**config.mk**
```make
export PLATFORM = sky130hd
export DESIGN_NAME = adc_capture_ctrl
export DESIGN_NICKNAME = d
export VERILOG_FILES = /design/src/rtl/adc_ctrl_pkg.sv /design/src/rtl/adc_frame_buf.sv /design/src/rtl/adc_capture_ctrl.sv
export SDC_FILE = /design/constraint.sdc
export NUM_CORES = 2
export LEC_CHECK = 0
export BUFFER_PORTS_ARGS = -buffer_cell sky130_fd_sc_hd__buf_2
export CAP_MARGIN = 15
export CORE_ASPECT_RATIO = 1.5
export CORE_MARGIN = 8
export CORE_UTILIZATION = 42
export DETAILED_ROUTE_END_ITERATION = 6
export PLACE_DENSITY = 0.53
export SETUP_SLACK_MARGIN = 0.05
export SLEW_MARGIN = 30
export SYNTH_ARGS = -nofsm -noshare
export SYNTH_HDL_FRONTEND = slang
export SYNTH_SLANG_ARGS = --single-unit
```
**constraint.sdc**
```tcl
create_clock -name clk -period 4.53 [get_ports clk]
set_input_delay 0.453 -clock clk [delete_from_list [all_inputs] [get_ports clk]]
set_output_delay 0.453 -clock clk [all_outputs]
set_load 0.03 [all_outputs]
```
**src/rtl/adc_ctrl_pkg.sv**
```systemverilog
// Shared encodings for the ADC capture controller.
package adc_ctrl_pkg;

   typedef enum logic [1:0] {
      ST_IDLE    = 2'd0,
      ST_ARMED   = 2'd1,
      ST_CAPTURE = 2'd2,
      ST_DRAIN   = 2'd3
   } state_e;

   localparam logic [1:0] TRIG_IMMEDIATE = 2'd0;
   localparam logic [1:0] TRIG_RISE      = 2'd1;
   localparam logic [1:0] TRIG_FALL      = 2'd2;

endpackage

```
**src/rtl/adc_frame_buf.sv**
```systemverilog
// Frame buffer: simple dual-port RAM with a synchronous, enable-gated read port.
// The read register holds its word while re is low, so it doubles as the
// output prefetch stage of the drain stream.
module adc_frame_buf #(
   parameter  int unsigned DW    = 10,
   parameter  int unsigned DEPTH = 256,
   localparam int unsigned AW    = $clog2(DEPTH)
) (
   input  logic          clk,
   input  logic          rst_n,
   input  logic          we,
   input  logic [AW-1:0] waddr,
   input  logic [DW-1:0] wdata,
   input  logic          re,
   input  logic [AW-1:0] raddr,
   output logic [DW-1:0] rdata
);

   logic [DW-1:0] mem [DEPTH];
   logic [DW-1:0] rdata_q;
   logic [DW-1:0] rdata_d;

   // Write port; the array itself carries no reset.
   always_ff @(posedge clk) begin
      if (we) mem[waddr] <= wdata;
   end

   // Read data advances only when a new word is requested.
   always_comb begin
      rdata_d = rdata_q;
      if (re) rdata_d = mem[raddr];
   end

   // Read register is reset so the drained data output starts at zero.
   always_ff @(posedge clk or negedge rst_n) begin
      if (!rst_n) rdata_q <= '0;
      else        rdata_q <= rdata_d;
   end

   assign rdata = rdata_q;

endmodule

```
**src/rtl/adc_capture_ctrl.sv**
```systemverilog
// ADC capture sequencer: decimate, trigger, record one frame, drain it on valid/ready.
module adc_capture_ctrl
   import adc_ctrl_pkg::*;
#(
   parameter  int unsigned DW      = 10,
   parameter  int unsigned DEPTH   = 256,
   parameter  int unsigned DECIM_W = 8,
   localparam int unsigned AW      = $clog2(DEPTH),
   localparam int unsigned LW      = AW + 1
) (
   input  logic               clk,
   input  logic               rst_n,
   input  logic [DW-1:0]      adc_data,
   input  logic [DECIM_W-1:0] decim,
   input  logic [1:0]         trig_mode,
   input  logic [DW-1:0]      trig_level,
   input  logic [LW-1:0]      frame_len,
   input  logic               arm,
   input  logic               abort,
   output logic [DW-1:0]      rd_data,
   output logic               rd_valid,
   input  logic               rd_ready,
   output logic               rd_last,
   output logic               busy,
   output logic               triggered,
   output logic               done,
   output logic [1:0]         state
);

   state_e             state_q, state_d;
   logic [DECIM_W-1:0] decim_q, decim_d;
   logic [DECIM_W-1:0] dcnt_q, dcnt_d;
   logic [1:0]         mode_q, mode_d;
   logic [DW-1:0]      level_q, level_d;
   logic [DW-1:0]      prev_q, prev_d;
   logic               prev_valid_q, prev_valid_d;
   logic [LW-1:0]      len_q, len_d;
   logic [LW-1:0]      wr_ptr_q, wr_ptr_d;
   logic [LW-1:0]      rd_cnt_q, rd_cnt_d;
   logic               triggered_q, triggered_d;
   logic               rd_valid_q, rd_valid_d;
   logic               rd_last_q, rd_last_d;
   logic               done_q, done_d;
   logic               busy_q, busy_d;

   logic               stb_c;
   logic               trig_c;
   logic               we_c;
   logic               re_c;
   logic [LW-1:0]      len_clamp_c;

   // Sample strobe and trigger condition for the current strobe.
   always_comb begin
      stb_c       = (dcnt_q == decim_q);
      len_clamp_c = ((frame_len == '0) || (frame_len > LW'(DEPTH))) ? LW'(DEPTH) : frame_len;
      case (mode_q)
         TRIG_RISE: trig_c = prev_valid_q && (prev_q < level_q) && (adc_data >= level_q);
         TRIG_FALL: trig_c = prev_valid_q && (prev_q > level_q) && (adc_data <= level_q);
         default:   trig_c = 1'b1;
      endcase
   end

   // Next-state and datapath control; abort overrides everything.
   always_comb begin
      state_d      = state_q;
      decim_d      = decim_q;
      dcnt_d       = dcnt_q;
      mode_d       = mode_q;
      level_d      = level_q;
      prev_d       = prev_q;
      prev_valid_d = prev_valid_q;
      len_d        = len_q;
      wr_ptr_d     = wr_ptr_q;
      rd_cnt_d     = rd_cnt_q;
      triggered_d  = triggered_q;
      rd_valid_d   = rd_valid_q;
      rd_last_d    = rd_last_q;
      done_d       = 1'b0;
      we_c         = 1'b0;
      re_c         = 1'b0;

      unique case (state_q)
         ST_IDLE: begin
            if (arm) begin
               decim_d      = decim;
               mode_d       = trig_mode;
               level_d      = trig_level;
               len_d        = len_clamp_c;
               dcnt_d       = '0;
               wr_ptr_d     = '0;
               rd_cnt_d     = '0;
               prev_valid_d = 1'b0;
               state_d      = ST_ARMED;
            end
         end
         ST_ARMED: begin
            dcnt_d = stb_c ? '0 : dcnt_q + DECIM_W'(1);
            if (stb_c) begin
               prev_d       = adc_data;
               prev_valid_d = 1'b1;
               if (trig_c) begin
                  we_c        = 1'b1;
                  wr_ptr_d    = LW'(1);
                  triggered_d = 1'b1;
                  state_d     = (len_q == LW'(1)) ? ST_DRAIN : ST_CAPTURE;
               end
            end
         end
         ST_CAPTURE: begin
            dcnt_d = stb_c ? '0 : dcnt_q + DECIM_W'(1);
            if (stb_c) begin
               we_c     = 1'b1;
               wr_ptr_d = wr_ptr_q + LW'(1);
               if (wr_ptr_q == len_q - LW'(1)) state_d = ST_DRAIN;
            end
         end
         ST_DRAIN: begin
            dcnt_d = '0;
            if (!rd_valid_q) begin
               // First cycle in DRAIN: prefetch word 0.
               re_c       = 1'b1;
               rd_cnt_d   = LW'(1);
               rd_valid_d = 1'b1;
               rd_last_d  = (len_q == LW'(1));
            end else if (rd_ready) begin
               if (rd_last_q) begin
                  rd_valid_d = 1'b0;
                  rd_last_d  = 1'b0;
                  rd_cnt_d   = '0;
                  done_d     = 1'b1;
                  state_d    = ST_IDLE;
               end else begin
                  re_c      = 1'b1;
                  rd_cnt_d  = rd_cnt_q + LW'(1);
                  rd_last_d = (rd_cnt_q + LW'(1) == len_q);
               end
            end
         end
      endcase

      if (abort) begin
         state_d      = ST_IDLE;
         dcnt_d       = '0;
         wr_ptr_d     = '0;
         rd_cnt_d     = '0;
         prev_valid_d = 1'b0;
         rd_valid_d   = 1'b0;
         rd_last_d    = 1'b0;
         done_d       = 1'b0;
         we_c         = 1'b0;
         re_c         = 1'b0;
      end

      if (state_d == ST_IDLE) triggered_d = 1'b0;
      busy_d = (state_d != ST_IDLE);
   end

   // State and control registers.
   always_ff @(posedge clk or negedge rst_n) begin
      if (!rst_n) begin
         state_q      <= ST_IDLE;
         decim_q      <= '0;
         dcnt_q       <= '0;
         mode_q       <= '0;
         level_q      <= '0;
         prev_q       <= '0;
         prev_valid_q <= 1'b0;
         len_q        <= '0;
         wr_ptr_q     <= '0;
         rd_cnt_q     <= '0;
         triggered_q  <= 1'b0;
         rd_valid_q   <= 1'b0;
         rd_last_q    <= 1'b0;
         done_q       <= 1'b0;
         busy_q       <= 1'b0;
      end else begin
         state_q      <= state_d;
         decim_q      <= decim_d;
         dcnt_q       <= dcnt_d;
         mode_q       <= mode_d;
         level_q      <= level_d;
         prev_q       <= prev_d;
         prev_valid_q <= prev_valid_d;
         len_q        <= len_d;
         wr_ptr_q     <= wr_ptr_d;
         rd_cnt_q     <= rd_cnt_d;
         triggered_q  <= triggered_d;
         rd_valid_q   <= rd_valid_d;
         rd_last_q    <= rd_last_d;
         done_q       <= done_d;
         busy_q       <= busy_d;
      end
   end

   adc_frame_buf #(
      .DW    (DW),
      .DEPTH (DEPTH)
   ) u_buf (
      .clk   (clk),
      .rst_n (rst_n),
      .we    (we_c),
      .waddr (wr_ptr_q[AW-1:0]),
      .wdata (adc_data),
      .re    (re_c),
      .raddr (rd_cnt_q[AW-1:0]),
      .rdata (rd_data)
   );

   assign rd_valid  = rd_valid_q;
   assign rd_last   = rd_last_q;
   assign busy      = busy_q;
   assign triggered = triggered_q;
   assign done      = done_q;
   assign state     = state_q;

endmodule

```
==> summary.md <==
| Metric | Value |
|---|---|
| Outcome | complete, no violations |
| FMAX | roughly 250 MHz |
| Setup Skew | ~0.051 ns |
| Initial DRC Count | 5703 |
| Async SR Flop Fraction | 0.0314 |
| DIE AREA | roughly 0.27 mm2 |
| Post-route ant nets | 0 |
| Total Power | between 40000 and 50000 uW |
| Chip Height | between 600 and 700 um |
| Layout cell share with drive strength beyond 1 | 0.252 |
| Area grow syn2layout | 14.9% |
| PwrDens | 402 mW/mm2 |
| Seq/Total Area, Yosys | 0.752 |
| DR vias | 55.6k |
| Leakage power | around 0.037 uW |
| Hold WS | about 0.080 ns |
| Worst-skew pair later-pin latency | 0.90 ns |
| Min cycle time layout | 3.98 ns |
| M1 GR Usage | 0.295 |
| Largest cells by area after synthesis | edfxtp_1, mux4_2, mux2i_1 |
| Synthesized flop and latch total | roughly 2.6k |
| Gr usage total | 0.244 |
| Most common cell after layout, fill and taps aside | edfxtp_1 |
| Nets | between 6k and 7k |
| M2 GR Usage | 0.428 |
| CP bufs+invs | 5 |
| Synth area leader | edfxtp_1 |
| Initial core utilization | 0.421 |
| Predominant post-synthesis flop cell | edfxtp_1 |
| Grt total ovfl | 0 |
| Largest net degree at the start of global routing | between 100 and 150 |
| Critical path's top delay family | compound AO/OA/AOI/OAI gates |
| Top cell type's share of synthesized area | 0.732 |
| CTS-repair resized insts | 0 |
| Final period utilization | 0.879 |
| Startpoint Class | flop |
| Worst Setup End Kind | flop |
| Distinct cell type count after synthesis | slightly below 80 |
| Most used cell, CP | buf_12 |
| Clock tree buffer depth | 4 |
| IO buf count | 60 |
| Syn_nets | roughly 5.4k |
| Number of max-cap violations | 0 |
| CTS Sinks | roughly 2.6k |
| Num CTS Buffers | about 250 |
| Crit path cell chain | buf_12 > buf_12 > buf_12 > mux2_2 > a21oi_1 > o21ai_0 > o22ai_1 > a211oi_1 > buf_4 > a2111oi_0 > buf_4 > or3_1 > nand3_1 |
| First-pass GRT wire length | between 400000 and 500000 um |
| Critical-path top delay cell | dfrtp_4 |
| Final hold vios | 0 |
| Commonest non-fill, non-tap cells in the layout | edfxtp_1, buf_4, mux4_2, mux2i_1, nor2_1 |
| Slew HR | 0.270 |
| # IOs | between 60 and 70 |
| DRC viols | 0 |
| Root Buffer | clkbuf_16 |
| Clock Pin Slew Worst Setup and Hold Paths | around 0.06 ns |
| Core area | about 0.25 mm2 |
| H-tree depth | 4 |
| Slew Limit Fails | 0 |
| DR vias/cell | 5.89 |
| CP max stage delay | just under 0.6 ns |
| TritonCTS clock tree | yes |
| Drt total wl | about 330000 um |
| GR peak layer | met2 |
| Final Wtd Congestion | 0.906 |
| Critical Path RT | approximately 5.3 ns |
| Placed cell count | between 8k and 9k |
| Worst Path Arrival | approximately 4.8 ns |
| Met3 usage | 0.0361 |
| Post-Synthesis Cells | 5332 |
| Fin cells | roughly 9.4k |
| Worst Tran Pin Value | approximately 1.1 ns |
| Worst Hold Class | in2reg |
| Final setup viols | 0 |
| Max rail drop VDD | roughly 0.33 mV |
| Post-synth EDFFs | between 2k and 3k |
| WS Path Type | reg2reg |
| Synth Area per Inst | 19.7 um2 |
| Vias in the first global route | 56.3k |
| Max FO, Critical Path | 33 |
| Row Count | around 230 |
| DRT Pass-1 Iters | 5 |
| Yosys warning count | 0 |
| Synth Cell Area | 0.105 mm2 |
| RSZ-0062 raised after global routing | no |
| WL/cell | between 30 and 40 um |
| Final HPWL DP | between 200000 and 250000 um |
| Initial antenna violation count | 14 |
| Die W | roughly 420 um |
==> routing by layer <==
| metal | routed length (um) | vias up | share of wire |
|---|---|---|---|
| li1 | - | 23000 | - |
| met1 | 122000 | 29800 | 0.37 |
| met2 | 171000 | 2160 | 0.51 |
| met3 | 19800 | 565 | 0.060 |
| met4 | 19500 | 12 | 0.059 |
| met5 | 80 | - | 0.00024 |
==> through the flow <==
step,worst slack (ns),utilization,area [um2],setup TNS (ns)
finish,0.548,0.483,121000,0
global route,0.371,0.483,121000,0
CTS,0.543,0.483,121000,0
detailed placement,0.421,0.451,112000,0
global placement,-0.0378,0.450,112000,-0.0378
floorplan,1.14,-,105000,0
==> logic make-up after synthesis <==
family	Yosys count	share of synthesized area
xor gates and xnor gates	34	0.00284
AOI/OAI and AO/OA	571	0.0371
buffers and inverters	348	0.0208
and+or+nand+nor	790	0.0329
muxes	911	0.150
adders and majority gates	35	0.00417
DFF	2643	0.752
==> what timing repair did <==
action | in CTS | in global routing
setup buffers | 0 | 0
hold endpoints to repair | 69 | 0
hold buffers | 35 | 0
==> flip-flops by register name (all words and copies together), names as in the netlist, 8 cells and up <==
signal / count
dcnt_q: 8
decim_q: 8
len_q: 9
level_q: 10
prev_q: 10
rd_cnt_q: 9
u_buf.mem: 2560
u_buf.rdata: 10
wr_ptr_q: 9
==> final timing paths <==
kind,startpoint,to,slack (ns),cells past startpoint
setup / recovery,rd_cnt_q[0],u_buf.rdata[1],0.55,13
hold / removal,adc_data[5],u_buf.mem[142][5],0.08,2
setup reg to reg,rd_cnt_q[0],u_buf.rdata[1],0.55,13
hold reg to reg,prev_q[0],prev_q[0],0.49,2
max in group asynchronous,rst_n,prev_q[2],3.33,3
min in group asynchronous,rst_n,decim_q[1],0.09,2
==> area by class of cell <==
| class | count | area, um2 |
|---|---|---|
| inverters | 33 | 134 |
| diodes | 8 | 20.0 |
| multi-input cells | 2341 | 23900 |
| fillers | 21000 | 129000 |
| clock buffers | 307 | 6470 |
| repair buffers | 666 | 5620 |
| clock inverters | 136 | 1320 |
| well taps | 3291 | 4120 |
| flip-flops and latches | 2643 | 79000 |
==> power by group <==
part,switching [uW],internal [uW],total (uW)
Sequential,68.7,26900,26900
Clock,9030,11500,20600
Combinational,719,245,964
Total,9820,38600,48500
==> cells in the mapped netlist, types with 18 or more instances <==
cell      instances
clkbuf_1        133
nand3_1          53
edfxtp_1       2560
mux4_2          499
a221oi_1         28
a31oi_1          33
o221ai_1         65
mux2_2           44
nor4_1           18
nor2b_1          20
and2_1           21
a211oi_1         23
ha_1             35
mux4_1           21
mux2i_1         347
a21oi_1         103
dfrtp_1          83
inv_1            31
buf_2            49
o21ai_0         103
buf_6            46
nor3_1           41
nand2b_1         26
o22ai_1          62
a22oi_1          30
buf_4            32
xor2_1           18
buf_1            28
nand2_1         211
nor2_1          348
Note: power is estimated with default switching activity, not from simulation.
